==> config.mk <==
export PLATFORM = sky130hd
export DESIGN_NAME = simd_alu_pipe
export DESIGN_NICKNAME = d
export VERILOG_FILES = /design/src/rtl/simd_alu_pipe.sv
export SDC_FILE = /design/constraint.sdc
export NUM_CORES = 1
export LEC_CHECK = 0
export CELL_PAD_IN_SITES_DETAIL_PLACEMENT = 0
export CELL_PAD_IN_SITES_GLOBAL_PLACEMENT = 2
export CORE_MARGIN = 2
export CORE_UTILIZATION = 30
export CTS_CLUSTER_SIZE = 16
export DETAILED_ROUTE_END_ITERATION = 6
export PLACE_DENSITY_LB_ADDON = 0.1
export SLEW_MARGIN = 15
export SYNTH_ARGS = -nofsm -noshare
export SYNTH_HDL_FRONTEND = slang
export SYNTH_SLANG_ARGS = --single-unit
==> constraint.sdc <==
create_clock -name clk -period 19.1 [get_ports clk]
set_clock_uncertainty 0.15 [all_clocks]
set_input_delay 3.82 -clock clk [delete_from_list [all_inputs] [get_ports clk]]
set_output_delay 3.82 -clock clk [all_outputs]
set_load 0.01 [all_outputs]
==> src/rtl/simd_alu_pipe.sv <==
// Two-stage SIMD add/subtract unit: lanes grouped by `width`, per-group carry chains,
// optional signed/unsigned saturation, valid/ready handshake and a sticky overflow bit.
module simd_alu_pipe #(
  parameter int LANE_W = 8,
  parameter int LANES  = 4,
  localparam int DW    = LANES * LANE_W,
  localparam int WW    = $clog2(LANES)
) (
  input  logic          clk,
  input  logic          rst_n,
  input  logic          in_valid,
  output logic          in_ready,
  input  logic [DW-1:0] a,
  input  logic [DW-1:0] b,
  input  logic [WW-1:0] width,
  input  logic          sub,
  input  logic          signed_mode,
  input  logic          saturate,
  output logic          out_valid,
  input  logic          out_ready,
  output logic [DW-1:0] c,
  output logic [LANES-1:0] out_ovf,
  input  logic          clr_sticky,
  output logic          ovf_sticky
);

  logic          s1_valid;
  logic [DW-1:0] s1_a, s1_b;
  logic [WW-1:0] s1_mask;
  logic          s1_sub, s1_signed, s1_sat;

  logic          s2_advance;
  logic [WW-1:0] mask_in;

  logic [DW-1:0]    sum_raw;
  logic [LANES-1:0] cout_l;
  logic [LANES-1:0] ovf_end;
  logic [LANES-1:0] ovf_next;
  logic [DW-1:0]    c_next;

  assign s2_advance = !out_valid || out_ready;
  assign in_ready   = !s1_valid || s2_advance;

  // Group mask: lane i belongs to the group whose end lane is (i | mask).
  always_comb begin
    mask_in = '1;
    if (int'(width) < WW)
      mask_in = WW'((1 << width) - 1);
  end

  always_ff @(posedge clk or negedge rst_n) begin
    if (!rst_n) begin
      s1_valid  <= 1'b0;
      s1_a      <= '0;
      s1_b      <= '0;
      s1_mask   <= '0;
      s1_sub    <= 1'b0;
      s1_signed <= 1'b0;
      s1_sat    <= 1'b0;
    end else if (in_ready) begin
      s1_valid <= in_valid;
      if (in_valid) begin
        s1_a      <= a;
        s1_b      <= sub ? ~b : b;
        s1_mask   <= mask_in;
        s1_sub    <= sub;
        s1_signed <= signed_mode;
        s1_sat    <= saturate;
      end
    end
  end

  // Raw sums; the carry chain restarts with `sub` at every group's lowest lane.
  always_comb begin
    logic             carry;
    logic [LANE_W:0]  lane_sum;
    carry    = 1'b0;
    lane_sum = '0;
    sum_raw  = '0;
    cout_l   = '0;
    for (int i = 0; i < LANES; i++) begin
      if ((WW'(i) & s1_mask) == '0)
        carry = s1_sub;
      lane_sum = {1'b0, s1_a[i*LANE_W +: LANE_W]} + {1'b0, s1_b[i*LANE_W +: LANE_W]}
               + {{LANE_W{1'b0}}, carry};
      sum_raw[i*LANE_W +: LANE_W] = lane_sum[LANE_W-1:0];
      carry     = lane_sum[LANE_W];
      cout_l[i] = carry;
    end
  end

  // Overflow is only meaningful at a group's end lane; it is then broadcast to the group.
  always_comb begin
    int               msb;
    int               e;
    logic             a_neg;
    logic [LANE_W-1:0] sat_v;
    msb      = 0;
    e        = 0;
    a_neg    = 1'b0;
    sat_v    = '0;
    ovf_end  = '0;
    ovf_next = '0;
    c_next   = sum_raw;
    for (int i = 0; i < LANES; i++) begin
      msb = (i + 1) * LANE_W - 1;
      if (s1_signed)
        ovf_end[i] = (s1_a[msb] == s1_b[msb]) && (sum_raw[msb] != s1_a[msb]);
      else
        ovf_end[i] = cout_l[i] ^ s1_sub;
    end
    for (int j = 0; j < LANES; j++) begin
      e           = j | int'(s1_mask);
      ovf_next[j] = ovf_end[e];
      a_neg       = s1_a[(e + 1) * LANE_W - 1];
      if (s1_signed) begin
        if (j == e)
          sat_v = a_neg ? {1'b1, {(LANE_W-1){1'b0}}} : {1'b0, {(LANE_W-1){1'b1}}};
        else
          sat_v = a_neg ? '0 : '1;
      end else begin
        sat_v = s1_sub ? '0 : '1;
      end
      if (s1_sat && ovf_next[j])
        c_next[j*LANE_W +: LANE_W] = sat_v;
    end
  end

  always_ff @(posedge clk or negedge rst_n) begin
    if (!rst_n) begin
      out_valid <= 1'b0;
      c         <= '0;
      out_ovf   <= '0;
    end else if (s2_advance) begin
      out_valid <= s1_valid;
      if (s1_valid) begin
        c       <= c_next;
        out_ovf <= ovf_next;
      end
    end
  end

  // Setting on an overflowing transfer takes priority over a simultaneous clear.
  always_ff @(posedge clk or negedge rst_n) begin
    if (!rst_n)
      ovf_sticky <= 1'b0;
    else if (out_valid && out_ready && (|out_ovf))
      ovf_sticky <= 1'b1;
    else if (clr_sticky)
      ovf_sticky <= 1'b0;
  end

endmodule

==> impl_metrics.tcl, run 1 <==
set metrics [dict create \
    tns_ns 0 \
    grt_antenna_before_repair 0 \
    die_w_um 147 \
    synth_warnings 0 \
    antenna_left 0 \
    synth.area.top_cells "dfrtp_1, xnor2_1, mux2_2" \
    clk_latency_ns 0.35 \
    hold_viol_final 0 \
    worstMarginPinSlew_ns 1.10 \
    layout-drive-gt1-share_pct 12.1 \
    wl_mm 14.8 \
    slew_headroom_pct 26.8 \
    synth-edff-count 0 \
    fill_cells 1965 \
    synth_cell_types 64 \
    wl_per_cell_um 15.9 \
    whs_path_depth 2 \
    power_density_nw_per_um2 118 \
    htreeDepth 3 \
    synthCells 558 \
    critPathArrivalTime_ns 5.08 \
    startpoint_type "input pin" \
    async_flop_share_pct 100 \
    portBuffers 112 \
    synth_ff_type "dfrtp_1" \
    slew_viol_final 0 \
    grt_max_degree 61 \
    grt_usage_pct 14.5 \
    yosys.area.top_type_share_pct 44.3 \
    syn_nets 671 \
    cp.required_ns 15.13 \
    p_leak_nw 3.23 \
    post_cts_buffers 0 \
    critPathMaxFanout 3 \
    reg2reg_depth 31 \
    drtIter0Drc 164 \
    num_io_pins 113 \
    min_period_ns 9.05 \
    area_growth_syn_to_layout_pct 27.1 \
    hold_ws_ns 0.334 \
    grt_pass1_wl_mm 24.9 \
    synth.most_common_cell "dfrtp_1" \
    worstSetupPathType "input pin to primary output" \
    cts_buffer_depth 2 \
    status "completed" \
    grt_pass1_vias 4768 \
    row_count 52 \
    dieArea_sq_um 21500 \
    setup_viol 0 \
    via_per_inst 4.79 \
    gr-total-overflow 0 \
    vias 4459 \
    avgSynthCellArea_sq_um 10.9 \
    gp_congestion 0.757 \
    core_sq_um 20100 \
    max_clock_freq_ghz 0.111 \
    cts_resized 0 \
    diodes 0 \
    ctsHoldBuffers 0 \
    hp-class "register to register" \
    cts_buffers 9 \
    fp.dieH_um 147 \
    cts_sinks 108 \
    initial_core_util_pct 30.4 \
    synth-seq-cells 108 \
    rsz0062_at_grt "false" \
    ys_top_cells_by_count "dfrtp_1, nand2_1, xnor2_1, o21ai_0, mux2_2" \
    min_period_over_period_pct 47.4 \
    cts_tree "yes" \
    nNetsFinal 769 \
    synth_top_area_cell "dfrtp_1" \
    drc_errors 0 \
    synth_area_sq_um 6100 \
    path_clk_slew_ns 0.07 \
    yosysSeqAreaShare_pct 44.3 \
    cts_root_buf "clkbuf_16" \
    maxCapViolCount 0 \
    cp-end-kind "primary output" \
    hpwlAfterDp_mm 10.6 \
    ir_worst_vdd_uv 43.0 \
    drt_first_pass_iters 4 \
]
==> layout make-up <==
cell class	instances	area, sq um	area share, %
well taps	270	338	4.35
clock inverters	4	47.5	0.613
clock buffers	12	256	3.30
multi-input cells	405	3220	41.5
flip-flops and latches	108	2700	34.8
repair buffers	114	1130	14.5
inverters	18	67.6	0.871
==> per-stage QoR <==
stage	std cells	setup slack, ns	total power (W)	area [sq um]	utilization [%]
after floorplan	558	11.10	0.000574	6100	-
after CTS	931	10.04	0.000931	7760	38.6
after global routing	931	10.0	0.000984	7760	38.6
after global placement	915	10.07	0.000725	7460	37.1
after detailed placement	915	10.04	0.000730	7460	37.1
final	931	10.05	0.000915	7760	38.6
==> power breakdown <==
| part | total (W) | internal [W] | switching [W] |
|---|---|---|---|
| Sequential | 0.000337 | 0.000288 | 0.0000482 |
| Clock | 0.000194 | 0.000109 | 0.0000851 |
| Combinational | 0.000385 | 0.000206 | 0.000179 |
| Total | 0.000915 | 0.000603 | 0.000312 |
==> registers in the layout, summed over array words and instances (netlist names) <==
register and flops:
c 32, out_ovf 4, out_valid 1, ovf_sticky 1
s1_a 32, s1_b 32, s1_mask 2, s1_sat 1
s1_signed 1, s1_sub 1, s1_valid 1
==> routing by layer <==
| metal | vias to the layer above | global-route usage (%) | wire [um] |
|---|---|---|---|
| met3 | 11 | 2.34 | 494 |
| met4 | 0 | 4.51 | 191 |
| li1 | 2189 | - | - |
| met1 | 2181 | 20.0 | 7320 |
| met5 | - | 0 | 0 |
| met2 | 78 | 23.4 | 6770 |
==> critical path, stage by stage <==
cell and delay [ns]:
clkdlybuf4s50_1 0.49, nand3b_1 0.20, clkdlybuf4s50_1 0.57
==> cell families (layout without fill, tap and decap cells) <==
group                    after synthesis  in the layout  share of synthesized area [%]
multiplexers                          38             38                           7.17
AND/OR/NAND/NOR                      117            117                           8.98
buffers and inverters                 45            148                           3.09
flip-flops                           108            108                           44.3
AO/OA/AOI/OAI                        149            149                           18.5
XOR/XNOR                              62             62                           9.02
adder cells (fa/ha/maj)               39             39                           8.98
==> worst paths after layout <==
check / endpoint / from / slack (ns)
max in group asynchronous: s1_mask[1] / rst_n / 14.25
min in group asynchronous: s1_a[28] / rst_n / 3.32
worst max-delay path: in_ready / out_ready / 10.05
worst min register to register: s1_b[11] / s1_b[11] / 0.33
worst min-delay path: s1_b[11] / s1_b[11] / 0.33
worst max register to register: c[24] / s1_sub / 10.99
==> placed cells by master, fill, tap and decap left out, drive strengths merged, types with 5 or more instances in the layout <==
cell type	netlist	routed
a211oi	6	6
a21o	6	6
a21oi	23	23
a221o	25	25
clkbuf	18	12
clkdlybuf4s50	0	110
dfrtp	108	108
fa	8	8
ha	31	31
inv	18	18
mux2	36	36
nand2	57	57
nand2b	7	7
nor2	25	25
nor3	7	7
o211ai	5	5
o21a	6	6
o21ai	48	48
o22a	7	7
o22ai	5	5
xnor2	50	50
xor2	12	12
(Power assumes the default switching activity.)
==> inputs of run 2 (changes only) <==
Clock period 19.1 ns to 7.4 ns, I/O delays scaled along.
==> impl_metrics.tcl, run 2 (synthesized netlist as in run 1, its figures left out) <==
set metrics [dict create \
    die_w_um 147 \
    min_period_ns 6.93 \
    num_io_pins 113 \
    crit_family "compound AO/OA/AOI/OAI gates" \
    cts_root_buf "clkbuf_16" \
    dp_cells 918 \
    critical_path.max_stage_delay_ns 0.42 \
    cp.required_ns 7.49 \
    worstSetupPathType "register to register" \
    core_sq_um 20100 \
    ctsHoldBuffers 0 \
    hpwlAfterDp_mm 10.7 \
    htreeDepth 3 \
    wl_met3_um 653 \
    maxCapViolCount 0 \
    drtIter0Drc 163 \
    grt_usage_pct 14.5 \
    via_per_inst 4.74 \
    area_growth_syn_to_layout_pct 28.8 \
    crit_buf_inv 2 \
    hp-class "register to register" \
    max_clock_freq_ghz 0.144 \
    fill_cells 1997 \
    tns_ns 0 \
    gr-total-overflow 0 \
    final_design_area_no_fill_sq_um 7860 \
    path_clk_slew_ns 0.07 \
    layout_common_cells "clkdlybuf4s50_1, dfrtp_1, nand2_1, xnor2_1, o21ai_0" \
    nNetsFinal 774 \
    layout-drive-gt1-share_pct 14.4 \
    grt_antenna_before_repair 0 \
    cts_buffers 9 \
    vias 4436 \
    fin_total_pwr_w 0.00241 \
    slew_headroom_pct 26.9 \
    drc_errors 0 \
    drt_first_pass_iters 4 \
    power_density_nw_per_um2 306 \
    dr_wl_met2_mm 6.64 \
    reg_top3 "c (32), s1_a (32), s1_b (32)" \
    startpoint_type "register" \
    slew_viol_final 0 \
    min_period_over_period_pct 93.6 \
    cpMaxStageDelayCell "fa_1" \
    diodes 0 \
    grt_pass1_wl_mm 24.8 \
    fp.dieH_um 147 \
    regToRegSetupSlack_ns 0.47 \
    cp-end-kind "register" \
    clk_latency_ns 0.35 \
    wl_met1_mm 7.42 \
    dieArea_sq_um 21500 \
    status "completed" \
    grt_pass1_vias 4604 \
    placedInstanceArea_sq_um 7480 \
    gp_congestion 0.781 \
    cp_common_cell "fa_2" \
    setup_ws_ns 0.471 \
    initial_core_util_pct 30.4 \
    cts_buffer_depth 2 \
    hold_viol_final 0 \
    setup_viol 0 \
    antenna_left 0 \
    layout_commonest_cell "clkdlybuf4s50_1" \
    row_count 52 \
    cts_sinks 108 \
    p_leak_nw 3.26 \
    wl_mm 14.8 \
    dp_slack_ns 0.0150 \
    critPathMaxFanout 8 \
    fin_cells 936 \
    cts_tree "yes" \
    portBuffers 112 \
    critPathArrivalTime_ns 7.02 \
    wl_per_cell_um 15.9 \
    top_layer "met4" \
    worstMarginPinSlew_ns 1.10 \
    ir_worst_vdd_uv 107 \
    grt_max_degree 103 \
]
run 2: cell types whose count changed in the layout (fill, tap and decap cells not counted), sizes merged:
cell,delta
buf,+5
bufinv,+1
clkinvlp,-1
run 2: final timing paths:
path                           from        to  cells past startpoint
max                          s1_sub      c[7]                     31
max reg2reg                  s1_sub      c[7]                     31
min in group asynchronous     rst_n  s1_a[28]                      1
min                        s1_b[19]  s1_b[19]                      2
max in group asynchronous     rst_n   s1_b[9]                      2
min reg2reg                s1_b[19]  s1_b[19]                      2
run 2: what timing repair did:
item,4_1_cts,5_1_grt
endpoints found under the setup margin,5,35
gates resized for setup,1,14
gates cloned,0,0
pin swaps,0,3
buffers inserted,0,2
run 2: report_power, final:
group          leakage, nW  internal [W]  total (W)  switching (W)
combinational         1.83      0.000550    0.00102       0.000469
clock                0.151      0.000298   0.000517       0.000219
sequential            1.28      0.000745   0.000873       0.000128
total                 3.26       0.00159    0.00241       0.000816
run 2: final cells by class:
type | instances | area, sq um | share of cell area [%]
Multi-Input combinational cell | 405 | 3280 | 41.7
Sequential cell | 108 | 2700 | 34.4
Timing Repair Buffer | 119 | 1170 | 14.8
Tap cell | 270 | 338 | 4.30
Clock buffer | 12 | 236 | 3.01
Clock inverter | 4 | 73.8 | 0.939
Inverter | 18 | 67.6 | 0.859
run 2: stage by stage:
| stage | util (%) | hold slack, ns |
|---|---|---|
| after floorplan | - | 0.304 |
| after global placement | 37.2 | 0.318 |
| after detailed placement | 37.2 | 0.327 |
| after CTS | 38.8 | 0.343 |
| after global routing | 39.1 | 0.364 |
| final | 39.1 | 0.335 |
run 2: worst register-to-register path, delay by kind of cell, from the launching register on:
kind,cells,cell delay (ns)
AO/OA/AOI/OAI,16,3.00
XOR/XNOR,1,0.19
adder cells (fa/ha/maj),8,2.61
buffers and inverters,2,0.14
flip-flops,1,0.38
multiplexers,1,0.11
AND/OR/NAND/NOR,3,0.25
run 2: metal layers:
metal | GRT usage (%) | up-vias
met5 | 0 | -
met4 | 3.06 | 0
met3 | 3.69 | 10
met2 | 22.6 | 79
met1 | 20.4 | 2150
li1 | - | 2197
==> inputs of run 3 (changes only) <==
Settings changed: MAX_ROUTING_LAYER set to met4.
==> impl_metrics.tcl, run 3 (synthesized netlist as in run 1, its figures left out) <==
set metrics [dict create \
    status "completed" \
    worstSetupPathType "register to register" \
    max_clock_freq_ghz 0.145 \
    tns_ns 0 \
    cpMaxStageDelayCell "fa_1" \
    htreeDepth 3 \
    cts_tree "yes" \
    critPathMaxFanout 8 \
    layout_commonest_cell "clkdlybuf4s50_1" \
    cp_common_cell "fa_2" \
    cp.required_ns 7.49 \
    setup_viol 0 \
    gp_congestion 0.792 \
    vias 4440 \
    cp-end-kind "register" \
    power_density_nw_per_um2 306 \
    grt_usage_pct 14.9 \
    portBuffers 112 \
    maxCapViolCount 0 \
    drtIter0Drc 156 \
    via_per_inst 4.74 \
    ir_worst_vdd_uv 107 \
    wl_mm 14.8 \
    die_w_um 147 \
    core_sq_um 20100 \
    grt_pass1_vias 4597 \
    slew_viol_final 0 \
    wl_per_cell_um 15.9 \
    critPathArrivalTime_ns 7.01 \
    regArea_sq_um 2700 \
    clk_latency_ns 0.35 \
    ctsHoldBuffers 0 \
    grt_antenna_before_repair 0 \
    area_growth_syn_to_layout_pct 28.8 \
    hold_ws_ns 0.335 \
    fp.dieH_um 147 \
    critical_path.max_stage_delay_ns 0.41 \
    multi_input_area_sq_um 3280 \
    cts_buffers 9 \
    row_count 52 \
    p_leak_nw 3.26 \
    grt_pass1_wl_mm 24.7 \
    worstMarginPinSlew_ns 1.09 \
    min_period_over_period_pct 93.5 \
    drc_errors 0 \
    startpoint_type "register" \
    diodes 0 \
    path_clk_slew_ns 0.07 \
    grt_max_degree 103 \
    nNetsFinal 774 \
    hold_viol_final 0 \
    hp-class "register to register" \
    drt_first_pass_iters 4 \
    layout-drive-gt1-share_pct 14.4 \
    cts_root_buf "clkbuf_16" \
    reg_top3 "c (32), s1_a (32), s1_b (32)" \
    cts_sinks 108 \
    layout_common_cells "clkdlybuf4s50_1, dfrtp_1, nand2_1, xnor2_1, o21ai_0" \
    min_period_ns 6.92 \
    dieArea_sq_um 21500 \
    slew_headroom_pct 27.0 \
    num_io_pins 113 \
    fill_cells 1997 \
    antenna_left 0 \
    initial_core_util_pct 30.4 \
    hpwlAfterDp_mm 10.7 \
    cts_buffer_depth 2 \
    gr-total-overflow 0 \
]
==> run 3: cell counts in the layout (fill, tap and decap cells not counted) <==
No cell type changed its count.
==> run 3: layout make-up <==
| class | count | share of cell area [%] |
|---|---|---|
| timing repair buffer | 119 | 14.8 |
| multi-input combinational | 405 | 41.7 |
| inverter | 18 | 0.859 |
| sequential | 108 | 34.4 |
| clock inverter | 4 | 0.939 |
| clock buffer | 12 | 3.01 |
| tap | 270 | 4.30 |
==> run 3: path summary, 6_finish.rpt <==
path	startpoint	end	slack, ns	cells after the start
worst max-delay path	s1_sub	c[7]	0.48	31
worst min-delay path	s1_b[19]	s1_b[19]	0.33	2
worst max register to register	s1_sub	c[7]	0.48	31
worst min register to register	s1_b[19]	s1_b[19]	0.33	2
max in group asynchronous	rst_n	s1_b[9]	4.90	2
min in group asynchronous	rst_n	s1_a[28]	1.00	1
==> run 3: timing repair <==
action | 4_1_cts | 5_1_grt
endpoints found under the setup margin | 5 | 35
pin swaps | 0 | 3
setup buffers | 0 | 2
gates resized for setup | 1 | 14
==> run 3: stage by stage <==
stage | worst slack (ns) | area [sq um] | instances | total power [W] | util, %
floorplan | 0.475 | 6100 | 558 | 0.00148 | -
finish | 0.482 | 7860 | 936 | 0.00241 | 39.1
CTS | 0.00835 | 7800 | 934 | 0.00243 | 38.8
global placement | 0.130 | 7480 | 918 | 0.00189 | 37.2
global route | -0.00759 | 7860 | 936 | 0.00259 | 39.1
detailed placement | 0.0150 | 7480 | 918 | 0.00190 | 37.2
==> run 3: per-layer routing <==
layer / vias to the layer above / track usage, % / part of all wire [%]
met4: 0 / 3.06 / 0.86
met3: 9 / 3.59 / 4.2
met2: 82 / 22.6 / 45
met5: - / - / 0
li1: 2198 / - / -
met1: 2151 / 20.4 / 50
==> run 3: power breakdown <==
part / switching (W) / leakage, nW / internal [W]
logic: 0.000468 / 1.83 / 0.000550
registers: 0.000128 / 1.28 / 0.000745
clock network: 0.000219 / 0.151 / 0.000298
total: 0.000815 / 3.26 / 0.00159
==> run 3: worst max-delay path, delay by kind of cell (launching register included) <==
family | cells | cell delay (ns)
flops | 1 | 0.38
buf+inv | 2 | 0.14
xor+xnor | 1 | 0.18
mux | 1 | 0.11
fa+ha+maj | 8 | 2.60
compound gates | 16 | 2.97
simple gates | 3 | 0.24
